<file path="config.mk">
export PLATFORM = sky130hd
export DESIGN_NAME = fetch_sequencer_flat
export DESIGN_NICKNAME = d
export VERILOG_FILES = /design/src/rtl/fetch_pkg.sv /design/src/rtl/fetch_if.sv /design/src/rtl/fetch_buf.sv /design/src/rtl/fetch_chk.sv /design/src/rtl/fetch_sequencer.sv /design/src/flat_wrapper.sv
export SDC_FILE = /design/constraint.sdc
export NUM_CORES = 1
export LEC_CHECK = 0
export CAP_MARGIN = 20
export CORE_ASPECT_RATIO = 0.8
export CORE_MARGIN = 8
export CORE_UTILIZATION = 57
export CTS_CLUSTER_DIAMETER = 100
export DETAILED_ROUTE_END_ITERATION = 8
export DONT_BUFFER_PORTS = 1
export PLACE_DENSITY_LB_ADDON = 0.25
export SYNTH_ARGS = -nofsm -noshare
export SYNTH_HDL_FRONTEND = slang
export SYNTH_SLANG_ARGS = --single-unit
export TNS_END_PERCENT = 30
</file>
<file path="constraint.sdc">
create_clock -name clk -period 4.1 [get_ports clk]
set_input_delay 0.41 -clock clk [delete_from_list [all_inputs] [get_ports clk]]
set_output_delay 0.41 -clock clk [all_outputs]
set_load 0.1 [all_outputs]
</file>
<file path="src/rtl/fetch_pkg.sv">
// Shared types and constants for the fetch sequencer slice.
// The address/instruction width is fixed here (WIDTH) so the fetch entry struct
// and every block that carries it agree on one width.
package fetch_pkg;

  localparam int WIDTH = 32;
  localparam logic [WIDTH-1:0] NOP_INSTR = 32'h0000_0013;

  typedef enum logic [1:0] {
    BOOT  = 2'd0,
    RUN   = 2'd1,
    FLUSH = 2'd2
  } fetch_state_e;

  typedef struct packed {
    logic [WIDTH-1:0] pc;
    logic [WIDTH-1:0] instr;
  } fetch_entry_t;

  // Sequential PC step; wraps modulo 2^WIDTH.
  function automatic logic [WIDTH-1:0] pc_plus4(input logic [WIDTH-1:0] pc);
    return pc + 32'd4;
  endfunction

endpackage

</file>
<file path="src/rtl/fetch_if.sv">
// Instruction-memory request/response bus between the fetch sequencer (master)
// and the instruction memory (slave).
interface fetch_if;
  import fetch_pkg::*;

  logic             imem_req;
  logic [WIDTH-1:0] imem_addr;
  logic             imem_gnt;
  logic             imem_rvalid;
  logic [WIDTH-1:0] imem_rdata;

  modport master (
    output imem_req,
    output imem_addr,
    input  imem_gnt,
    input  imem_rvalid,
    input  imem_rdata
  );

  modport slave (
    input  imem_req,
    input  imem_addr,
    output imem_gnt,
    output imem_rvalid,
    output imem_rdata
  );
endinterface

</file>
<file path="src/rtl/fetch_buf.sv">
// Small synchronous FIFO of fetch entries with push/pop/clear.
// Clear wins over push and pop; push while full is accepted only with a pop.
module fetch_buf
  import fetch_pkg::*;
#(
  parameter int DEPTH = 2,
  localparam int AW = $clog2(DEPTH),
  localparam int CW = AW + 1
) (
  input  logic         clk,
  input  logic         rst,
  input  logic         push,
  input  logic         pop,
  input  logic         clear,
  input  fetch_entry_t din,
  output fetch_entry_t dout,
  output logic         full,
  output logic         empty,
  output logic [CW-1:0] count
);

  fetch_entry_t  mem_r [DEPTH];
  logic [AW-1:0] wr_ptr_r;
  logic [AW-1:0] rd_ptr_r;
  logic [CW-1:0] count_r;
  logic          do_pop_s;
  logic          do_push_s;

  assign empty     = (count_r == CW'(0));
  assign full      = (count_r == CW'(DEPTH));
  assign count     = count_r;
  assign dout      = mem_r[rd_ptr_r];
  assign do_pop_s  = pop && !empty;
  assign do_push_s = push && (!full || do_pop_s);

  // Pointer and occupancy bookkeeping; clear empties the queue in one cycle.
  always_ff @(posedge clk or negedge rst) begin
    if (!rst) begin
      wr_ptr_r <= AW'(0);
      rd_ptr_r <= AW'(0);
      count_r  <= CW'(0);
    end else if (clear) begin
      wr_ptr_r <= AW'(0);
      rd_ptr_r <= AW'(0);
      count_r  <= CW'(0);
    end else begin
      if (do_push_s) wr_ptr_r <= wr_ptr_r + AW'(1);
      if (do_pop_s)  rd_ptr_r <= rd_ptr_r + AW'(1);
      count_r <= count_r + CW'(do_push_s) - CW'(do_pop_s);
    end
  end

  // Entry storage; contents are only observed while the entry is counted valid.
  always_ff @(posedge clk) begin
    if (do_push_s && !clear) mem_r[wr_ptr_r] <= din;
  end

  fetch_buf_chk u_chk (
    .clk   (clk),
    .rst   (rst),
    .push  (push),
    .pop   (pop),
    .clear (clear),
    .full  (full)
  );

endmodule

</file>
<file path="src/rtl/fetch_chk.sv">
// Assertion-only checkers for the fetch queues and the sequencer bookkeeping.
// They hold no state and drive nothing.
module fetch_buf_chk (
  input logic clk,
  input logic rst,
  input logic push,
  input logic pop,
  input logic clear,
  input logic full
);
  // A push into a full queue without a same-cycle pop would lose an entry.
  a_no_overflow: assert property (@(posedge clk) disable iff (!rst)
    !(push && full && !pop && !clear));
endmodule

module fetch_sequencer_chk
  import fetch_pkg::*;
#(
  parameter int CW = 2
) (
  input logic             clk,
  input logic             rst,
  input fetch_state_e     state,
  input logic [CW-1:0]    tag_count,
  input logic [CW-1:0]    outstanding,
  input logic             tag_empty,
  input logic [WIDTH-1:0] tag_instr,
  input logic             rq_full
);
  // Outside a flush every outstanding request owns exactly one PC tag.
  a_tag_tracks: assert property (@(posedge clk) disable iff (!rst)
    (state == RUN) |-> (tag_count == outstanding));

  // Tag entries only carry a PC; the instruction half stays zero.
  a_tag_instr_zero: assert property (@(posedge clk) disable iff (!rst)
    !tag_empty |-> (tag_instr == '0));

  // A full response queue leaves no credit for any request in flight.
  a_credit_bound: assert property (@(posedge clk) disable iff (!rst)
    !(rq_full && !tag_empty));
endmodule

</file>
<file path="src/rtl/fetch_sequencer.sv">
// Fetch-stage sequencer: owns the fetch PC, issues in-order imem requests under
// credit control, buffers responses with their PCs and presents the head entry
// to decode. A redirect flushes the queue and discards in-flight responses.
// Optional macro FETCH_PERF_EN adds saturating perf counters as extra outputs.
module fetch_sequencer
  import fetch_pkg::*;
#(
  parameter logic [WIDTH-1:0] RESET_PC  = 32'h0000_0000,
  parameter int               BUF_DEPTH = 2
) (
  input  logic             clk,
  input  logic             rst,
  input  logic             StallF,
  input  logic             PCSrcE,
  input  logic [WIDTH-1:0] PCTargetE,
  fetch_if.master          imem,
  output logic             InstrValidF,
  output logic [WIDTH-1:0] PCF,
  output logic [WIDTH-1:0] InstrF,
  output logic [WIDTH-1:0] PCPlus4F
`ifdef FETCH_PERF_EN
  ,
  output logic [31:0]      perf_fetched,
  output logic [31:0]      perf_flushes,
  output logic [31:0]      perf_stall_cycles
`endif
);

  localparam int CW = $clog2(BUF_DEPTH) + 1;
  localparam logic [CW:0] CREDITS = (CW+1)'(BUF_DEPTH);

  fetch_state_e     state_r, state_n;
  logic [WIDTH-1:0] fetch_pc_r, fetch_pc_n;
  logic [CW-1:0]    outstanding_r, outstanding_n;
  logic [CW-1:0]    discard_r, discard_n;

  logic             req_s, hs_s, rsp_s, push_s, pop_s;
  logic [CW-1:0]    rq_count_s, tag_count_s;
  logic             rq_empty_s, rq_full_s, tag_empty_s, tag_full_s;
  fetch_entry_t     rq_head_s, rq_din_s, tag_head_s, tag_din_s;
  logic [CW:0]      inflight_s;

  // Credits cover both buffered entries and requests still in flight.
  assign inflight_s = {1'b0, rq_count_s} + {1'b0, outstanding_r};
  assign req_s      = (state_r == RUN) && !PCSrcE && (inflight_s < CREDITS);
  assign hs_s       = req_s && imem.imem_gnt;
  // Responses with nothing outstanding (e.g. left over from before a reset) are ignored.
  assign rsp_s      = imem.imem_rvalid && (outstanding_r != CW'(0));
  assign push_s     = rsp_s && (discard_r == CW'(0)) && !PCSrcE;
  assign pop_s      = !rq_empty_s && !StallF && !PCSrcE;

  assign imem.imem_req  = req_s;
  assign imem.imem_addr = fetch_pc_r;

  assign tag_din_s = '{pc: fetch_pc_r, instr: '0};
  assign rq_din_s  = '{pc: tag_head_s.pc, instr: imem.imem_rdata};

  // Next-state, next-PC and counter accounting; redirect dominates everything.
  always_comb begin
    state_n       = state_r;
    fetch_pc_n    = fetch_pc_r;
    discard_n     = discard_r;
    outstanding_n = outstanding_r + CW'(hs_s) - CW'(rsp_s);
    case (state_r)
      BOOT: begin
        state_n = RUN;
      end
      RUN: begin
        if (PCSrcE) begin
          fetch_pc_n = PCTargetE;
          discard_n  = outstanding_n;
          state_n    = (outstanding_n != CW'(0)) ? FLUSH : RUN;
        end else if (hs_s) begin
          fetch_pc_n = pc_plus4(fetch_pc_r);
        end else begin
          fetch_pc_n = fetch_pc_r;
        end
      end
      FLUSH: begin
        if (rsp_s && (discard_r != CW'(0))) begin
          discard_n = discard_r - CW'(1);
        end else begin
          discard_n = discard_r;
        end
        if (PCSrcE) begin
          fetch_pc_n = PCTargetE;
        end else begin
          fetch_pc_n = fetch_pc_r;
        end
        state_n = (discard_n == CW'(0)) ? RUN : FLUSH;
      end
      default: begin
        state_n = BOOT;
      end
    endcase
  end

  // State, PC and credit counter registers.
  always_ff @(posedge clk or negedge rst) begin
    if (!rst) begin
      state_r       <= BOOT;
      fetch_pc_r    <= RESET_PC;
      outstanding_r <= CW'(0);
      discard_r     <= CW'(0);
    end else begin
      state_r       <= state_n;
      fetch_pc_r    <= fetch_pc_n;
      outstanding_r <= outstanding_n;
      discard_r     <= discard_n;
    end
  end

  fetch_buf #(.DEPTH(BUF_DEPTH)) u_resp_q (
    .clk   (clk),
    .rst   (rst),
    .push  (push_s),
    .pop   (pop_s),
    .clear (PCSrcE),
    .din   (rq_din_s),
    .dout  (rq_head_s),
    .full  (rq_full_s),
    .empty (rq_empty_s),
    .count (rq_count_s)
  );

  // The tag queue pops only for accepted responses; discarded ones lost their tags at the flush.
  fetch_buf #(.DEPTH(BUF_DEPTH)) u_tag_q (
    .clk   (clk),
    .rst   (rst),
    .push  (hs_s),
    .pop   (push_s),
    .clear (PCSrcE),
    .din   (tag_din_s),
    .dout  (tag_head_s),
    .full  (tag_full_s),
    .empty (tag_empty_s),
    .count (tag_count_s)
  );

  // Decode-facing view of the queue head; NOP and PC 0 when nothing is valid.
  always_comb begin
    InstrValidF = !rq_empty_s;
    if (!rq_empty_s) begin
      PCF    = rq_head_s.pc;
      InstrF = rq_head_s.instr;
    end else begin
      PCF    = '0;
      InstrF = NOP_INSTR;
    end
    PCPlus4F = pc_plus4(PCF);
  end

`ifdef FETCH_PERF_EN
  // Saturating event counters: pops, redirect cycles, stalled valid cycles.
  always_ff @(posedge clk or negedge rst) begin
    if (!rst) begin
      perf_fetched      <= 32'd0;
      perf_flushes      <= 32'd0;
      perf_stall_cycles <= 32'd0;
    end else begin
      if (pop_s && (perf_fetched != 32'hFFFF_FFFF))
        perf_fetched <= perf_fetched + 32'd1;
      if (PCSrcE && (perf_flushes != 32'hFFFF_FFFF))
        perf_flushes <= perf_flushes + 32'd1;
      if (!rq_empty_s && StallF && (perf_stall_cycles != 32'hFFFF_FFFF))
        perf_stall_cycles <= perf_stall_cycles + 32'd1;
    end
  end
`endif

  fetch_sequencer_chk #(.CW(CW)) u_chk (
    .clk         (clk),
    .rst         (rst),
    .state       (state_r),
    .tag_count   (tag_count_s),
    .outstanding (outstanding_r),
    .tag_empty   (tag_empty_s && !tag_full_s),
    .tag_instr   (tag_head_s.instr),
    .rq_full     (rq_full_s)
  );

endmodule

</file>
<file path="src/flat_wrapper.sv">
// flat-port wrapper written by rule: the top's interface ports become plain ports
module fetch_sequencer_flat import fetch_pkg::*;
#(
  parameter logic [WIDTH-1:0] RESET_PC  = 32'h0000_0000,
  parameter int               BUF_DEPTH = 2
)
  (clk, rst, StallF, PCSrcE, PCTargetE, InstrValidF, PCF, InstrF, PCPlus4F, imem_imem_req, imem_imem_addr, imem_imem_gnt, imem_imem_rvalid, imem_imem_rdata);
  fetch_if imem_i ();
  input  logic clk;
  input  logic rst;
  input  logic StallF;
  input  logic PCSrcE;
  input  logic [WIDTH-1:0] PCTargetE;
  output logic InstrValidF;
  output logic [WIDTH-1:0] PCF;
  output logic [WIDTH-1:0] InstrF;
  output logic [WIDTH-1:0] PCPlus4F;
  output wire logic [$bits(imem_i.imem_req)-1:0] imem_imem_req;
  output wire logic [$bits(imem_i.imem_addr)-1:0] imem_imem_addr;
  input wire logic [$bits(imem_i.imem_gnt)-1:0] imem_imem_gnt;
  input wire logic [$bits(imem_i.imem_rvalid)-1:0] imem_imem_rvalid;
  input wire logic [$bits(imem_i.imem_rdata)-1:0] imem_imem_rdata;
  assign imem_imem_req = imem_i.imem_req;
  assign imem_imem_addr = imem_i.imem_addr;
  assign imem_i.imem_gnt = imem_imem_gnt;
  assign imem_i.imem_rvalid = imem_imem_rvalid;
  assign imem_i.imem_rdata = imem_imem_rdata;
  fetch_sequencer #(.RESET_PC(RESET_PC), .BUF_DEPTH(BUF_DEPTH)) u_core (.clk(clk), .rst(rst), .StallF(StallF), .PCSrcE(PCSrcE), .PCTargetE(PCTargetE), .imem(imem_i), .InstrValidF(InstrValidF), .PCF(PCF), .InstrF(InstrF), .PCPlus4F(PCPlus4F));
endmodule
</file>
; Word-level counts from Yosys, hierarchy flattened
; Memories as Yosys holds them, arrays and structs flattened.
; Cells that the tools add are included.
[totals]
ff_bits = 46
latch_bits = 0
mem_bits_rw = 192
mem_bits_ro = 0
in_bits = 70
mem_count = 2
[memory_table]
columns = name, words, word_bits, read_ports, rd_ports_with_merged_regs, wr, line_no
row1 = u_core.u_resp_q.mem_r, 2, 64, 1, 0, 1, fetch_buf.sv:22  ; fetch_entry_t mem_r [DEPTH];
row2 = u_core.u_tag_q.mem_r, 2, 32, 1, 0, 1, fetch_buf.sv:22
[op_classes]
n_addsub = 14
mul = 0
div = 0
order_cmp = 1
n_eq_ne = 7
shift = 0
mux = 28
n_bitwise = 0
reduce_logical = 38
[op_table]
columns = operator, count
row1 = 2-to-1 mux 32 bit, 5
row2 = "adder 32 x 3 -> 32 bit, second input constant", 2
row3 = case mux 32 bit (2 select lines), 1
row4 = 2-to-1 mux 2 bit, 8
row5 = nonzero test 2 bit, 8
row6 = logical AND 1 bit, 15
row7 = 2-to-1 mux 1 bit, 12
row8 = logical NOT 2 bit, 5
row9 = adder 2 x 1 -> 2 bit, 3
row10 = "equality test 2 bit, second input constant", 3
row11 = logical NOT 1 bit, 6
row12 = case mux 2 bit (3 select lines), 1
row13 = subtractor 2 x 1 -> 2 bit, 3
row14 = "adder 1 bit, second input constant", 4
row15 = "inequality test 2 bit, second input constant", 2
row16 = case mux 2 bit (2 select lines), 1
row17 = adder 2 x 2 -> 3 bit, 1
row18 = "less-than comparator 3 x 2 -> 1 bit, second input constant", 1
row19 = "inequality test 3 x 2 -> 1 bit, second input constant", 1
row20 = AND reduction 3 bit, 1
row21 = "equality test 2 x 1 -> 1 bit, second input constant", 1
row22 = logical OR 1 bit, 2
row23 = AND reduction 2 bit, 1
row24 = "subtractor 2 x 1 -> 2 bit, second input constant", 1

; Depth between registers and ports, before layout
[depth]
ltp_word = 10
ltp_mapped = 14
ltp_nobuf = 11

; By module
; From an unflattened synthesis, not the netlist that was laid out.
[unflattened]
hier_cells = 918
area_unflattened_um2 = 13404.1
[modules_own_cells]
columns = mod, n_inst, cells_per_inst, area_each_um2
row1 = fetch_buf at u_core.u_tag_q, 1, 228, 4902.2
row2 = fetch_buf at u_core.u_resp_q, 1, 228, 4883.4
row3 = fetch_sequencer, 1, 462, 3618.5

; Worst setup path after synthesis
; Ideal clock, no wire load.
[synth_timing]
path_kind = register -> output
startpoint = register u_core.u_resp_q.rd_ptr_r
endpoint = output port PCPlus4F[28]
arrival_time_ps = 5495
required_ps = 3690
path_slack_ps = -1805
stages_incl_launch_ff = 15
path_buffers = 7
path_cell_list = dfrtp_1 buf_6 buf_8 buf_6 buf_4 buf_4 buf_2 mux2i_1 nor2_1 ha_1 nor4b_4 nand3b_1 buf_4 nor4_2 xor2_1
[synth_via]
elab_chain_cells = 3
[synth_lines]
columns = item, line_no
row1 = from (decl), fetch_buf.sv:24  ; logic [AW-1:0] rd_ptr_r;
row2 = from (signal assigned), fetch_buf.sv:48  ; if (do_pop_s) rd_ptr_r <= rd_ptr_r + AW'(1);
row3 = memory (2 x 64 bit), n/a
row4 = 2-to-1 mux 32 bit, fetch_sequencer.sv:143  ; if (!rq_empty_s) begin
row5 = net PCF[3], flat_wrapper.sv:15  ; output logic [WIDTH-1:0] PCF;
row6 = adder 32 x 3 -> 32 bit, fetch_pkg.sv:22  ; return pc + 32'd4;
row7 = to (decl), flat_wrapper.sv:17  ; output logic [WIDTH-1:0] PCPlus4F;
; The timed path passes the listed nets, and every way through them passes these cells.

; Worst setup path in the final report
[layout_timing]
startpoint = register u_core.u_resp_q.rd_ptr_r
endpoint = output port PCPlus4F[12]
[layout_via]
elab_chain_cells = 3
[layout_lines]
columns = item, line_no
row1 = memory (2 x 64 bit), n/a
row2 = 2-to-1 mux 32 bit, fetch_sequencer.sv:143
row3 = adder 32 x 3 -> 32 bit, fetch_pkg.sv:22
; Every way passes these cells.

==> results list <==
- The flow ran to the end, and the final reports show no timing, DRC or antenna violations.
* Leading cell type in the layout, fill and taps excluded: edfxtp_1
* Total Nets Final: 1034
- Power comes to 9.82 mW.
- Count of max-cap constraint violations: 0
* Setup slack on the worst flop-to-flop path: 0.87 ns
- Along the worst path, the maximum fanout reaches 35.
* # port buffers: 0
* Worst-case setup margin in the final layout: 0.251 ns
- Initial detailed-routing violation count: 529
- Syn_area_per_cell: 13.2 um^2
* Worst-margin pin slew: 1.11 ns
- The clock net in this run drives a total of 238 sinks.
- For this design the ratio of total power to cell area is 713 mW/mm^2.
- Setup violations remaining at the end of the flow were counted as 0.
- Relative slew slack: 0.257
* Latest clock arrival within the worst-skew pair: 0.51 ns
- Entering global routing, the biggest net connects 65 pins.
- CTS built an H-tree with a depth of 1.
- Number of antenna violations at the first check in global routing: 1
- The clock passes through at most 3 buffers.
- Total detailed-routing wirelength: 25.8 mm
- For this run, asynchronously set or reset flops after synthesis account for 0.193.
* Synth warnings: 0
- In the synthesized netlist the dominant register cell turns out to be edfxtp_1.
- Residual DRC count: 0
- Clock slew at reported path FFs: 0.06 ns
- Count of hold buffers inserted by post-cts repair: 35
- DRT Pass-1 Iters: 5
- The area growth from synthesis to layout is 26.5%.
- Pre-CTS WS: 0.748 ns
- TritonCTS built the clock tree.
- The critical path in this run is classified as flop to output port.
- The root buffer cell chosen for the clock tree is clkbuf_16.
- Type of origin of the critical path: flop
- Detailed placement ended at an HPWL of 18.1 mm.
* Number of I/O pins: 200
- Crit share post-route: 0.939
- DP Area: 0.0126 mm^2
- Gr usage total: 0.213
- Vias in the first global route: 7313
* Full die area: 0.0238 mm^2
* Top cells by area, synth: edfxtp_1 (53%), dfrtp_1 (11%), mux2i_1 (6.2%)
- After detailed routing, the average wire length per cell comes to 21.1 um.
- Of the post-synthesis cell area, the dominant cell type holds 0.530.
* Count of flip-flops with a built-in enable after synthesis: 192
- Worst vdd rail ir drop: 617 uV
- Final standard cell area without fillers: 0.0138 mm^2
- The core region is 0.0189 mm^2.
- Data on the critical path is required at its endpoint by 3.69 ns.
* Post-synthesis cell area: 0.0109 mm^2
- Setup repair after global routing missed its margin: false
- In this run the remaining antenna-violating nets after routing total 0.
- Leakage power: 4.82 nW
- # fillers: 1183
- Routability cong.: 0.959
- Number of nets in the synthesized netlist: 908
- Measured along the x axis, the die boundary spans 170 um.
* Cts bufs inserted: 24
- Number of distinct library cells after synthesis: 71
- After clock tree synthesis, the setup repair step added 0 buffers.
- In this run the vertical extent of the chip is 140 um.
- In this run the worst hold path is classified as input pin to flop.
* Final Critical Period: 3.85 ns
* Wire length of the first global-routing pass: 40.6 mm
- Commonest non-fill, non-tap cells in the layout: edfxtp_1 (192), buf_4 (79), mux2i_1 (66), nor2_2 (60), dfrtp_1 (44)
* Layout Skew: 0.0163 ns
* Sequential share of the synthesized area: 0.636
- Capturing element type of the critical path: output port
- In this run the core area contains 45 standard-cell rows.
* F_max: 260 MHz
- Data on the critical path arrives at its endpoint at 3.44 ns.
* Aggregate negative setup slack: 0 ns
- For this block, the via count after detailed routing is 7242.
* Overflow left after global routing: 0
- After detailed routing, the number of vias per cell comes to 5.91.
- edfxtp_1 takes more of the synthesized area than any other cell.
- The initial utilization of the core area, before any placement, comes to 0.577.
- After technology mapping, the gate count stands at 824.
- Final number of max-transition violations: 0
* Fraction of layout instances using a drive strength above 1: 0.314
* Flops & latches, synth: 238
- Hold Violations, Final: 0
* Total of cells resized after clock tree synthesis: 0
==> power by group <==
group / internal [mW] / switching (mW) / total [mW]
Clock: 1.39 / 0.864 / 2.25
Combinational: 0.934 / 3.26 / 4.20
Sequential: 3.01 / 0.360 / 3.37
==> cell families (layout without fill, tap and decap cells) <==
| logic type | Yosys count | count (layout) | synth area share |
|---|---|---|---|
| xor gates and xnor gates | 34 | 34 | 0.0274 |
| buffers and inverters | 68 | 211 | 0.0293 |
| and+or+nand+nor | 251 | 251 | 0.122 |
| other | 0 | 1 | 0 |
| AOI/OAI and AO/OA | 118 | 118 | 0.0723 |
| adders and majority gates | 14 | 14 | 0.0168 |
| DFF | 238 | 238 | 0.636 |
| muxes | 101 | 101 | 0.0968 |
==> critical path: stages, from the launching register on <==
cell	delay (ns)
dfrtp_4	0.52
buf_4	0.44
mux2i_1	0.22
a211oi_2	0.32
nand3b_1	0.43
buf_4	0.33
nor4_2	0.24
xor2_2	0.22
buf_12	0.20
==> metrics by stage <==
step | hold WS, ns | cells | util
detailed placement | 0.116 | 1145 | 0.666
CTS | 0.00974 | 1223 | 0.729
finish | 0.0286 | 1226 | 0.730
floorplan | 0.114 | 824 | -
global placement | 0.117 | 1140 | 0.662
global route | 0.0302 | 1226 | 0.730
==> registers in the layout, indices dropped and copies added (netlist names) <==
| name | cells |
|---|---|
| u_core.discard_r | 2 |
| u_core.imem.imem_addr | 32 |
| u_core.outstanding_r | 2 |
| u_core.state_r | 2 |
| u_core.u_resp_q.count | 2 |
| u_core.u_resp_q.mem_r | 128 |
| u_core.u_resp_q.rd_ptr_r | 1 |
| u_core.u_resp_q.wr_ptr_r | 1 |
| u_core.u_tag_q.count | 2 |
| u_core.u_tag_q.mem_r | 64 |
| u_core.u_tag_q.rd_ptr_r | 1 |
| u_core.u_tag_q.wr_ptr_r | 1 |
==> cells in the mapped netlist (12+ instances only) <==
master	n
edfxtp_1	192
nor2_1	97
mux2i_1	67
dfrtp_1	46
nand2_1	43
mux2_2	34
a21oi_1	32
inv_1	26
nand3_1	24
xor2_1	23
nor3_1	20
clkbuf_1	17
o21ai_0	15
ha_1	13
o22ai_1	12
==> layout make-up <==
| type | count | area (um^2) | area share |
|---|---|---|---|
| sequential | 238 | 6920 | 0.503 |
| multi-input combinational | 518 | 4120 | 0.299 |
| timing repair buffer | 141 | 1460 | 0.106 |
| clock buffer | 31 | 658 | 0.0478 |
| tap | 258 | 323 | 0.0235 |
| clock inverter | 12 | 170 | 0.0124 |
| inverter | 27 | 105 | 0.00764 |
| antenna | 1 | 2.50 | 0.000182 |
==> path summary, 6_finish.rpt <==
| path | startpoint | end | depth (start not counted) |
|---|---|---|---|
| setup / recovery | u_core.u_resp_q.rd_ptr_r$_DFFE_PN0P_ | PCPlus4F[12] | 8 |
| hold / removal | PCTargetE[7] | u_core.imem.imem_addr[7]$_DFFE_PN0P_ | 2 |
| setup reg to reg | u_core.u_resp_q.count[0]$_DFF_PN0_ | u_core.imem.imem_addr[31]$_DFFE_PN0P_ | 8 |
| hold reg to reg | u_core.state_r[1]$_DFFE_PN0P_ | u_core.state_r[1]$_DFFE_PN0P_ | 1 |
| max in group asynchronous | rst | u_core.u_resp_q.rd_ptr_r$_DFFE_PN0P_ | 2 |
| min in group asynchronous | rst | u_core.imem.imem_addr[3]$_DFFE_PN0P_ | 2 |
==> layer usage <==
metal,wire (um),track usage,vias up
li1,-,-,3309
met1,10900,0.291,3531
met2,11500,0.324,351
met3,2980,0.0800,51
met4,400,0.0369,0
met5,0,0,-
Note: power is estimated with default switching activity, not from simulation.
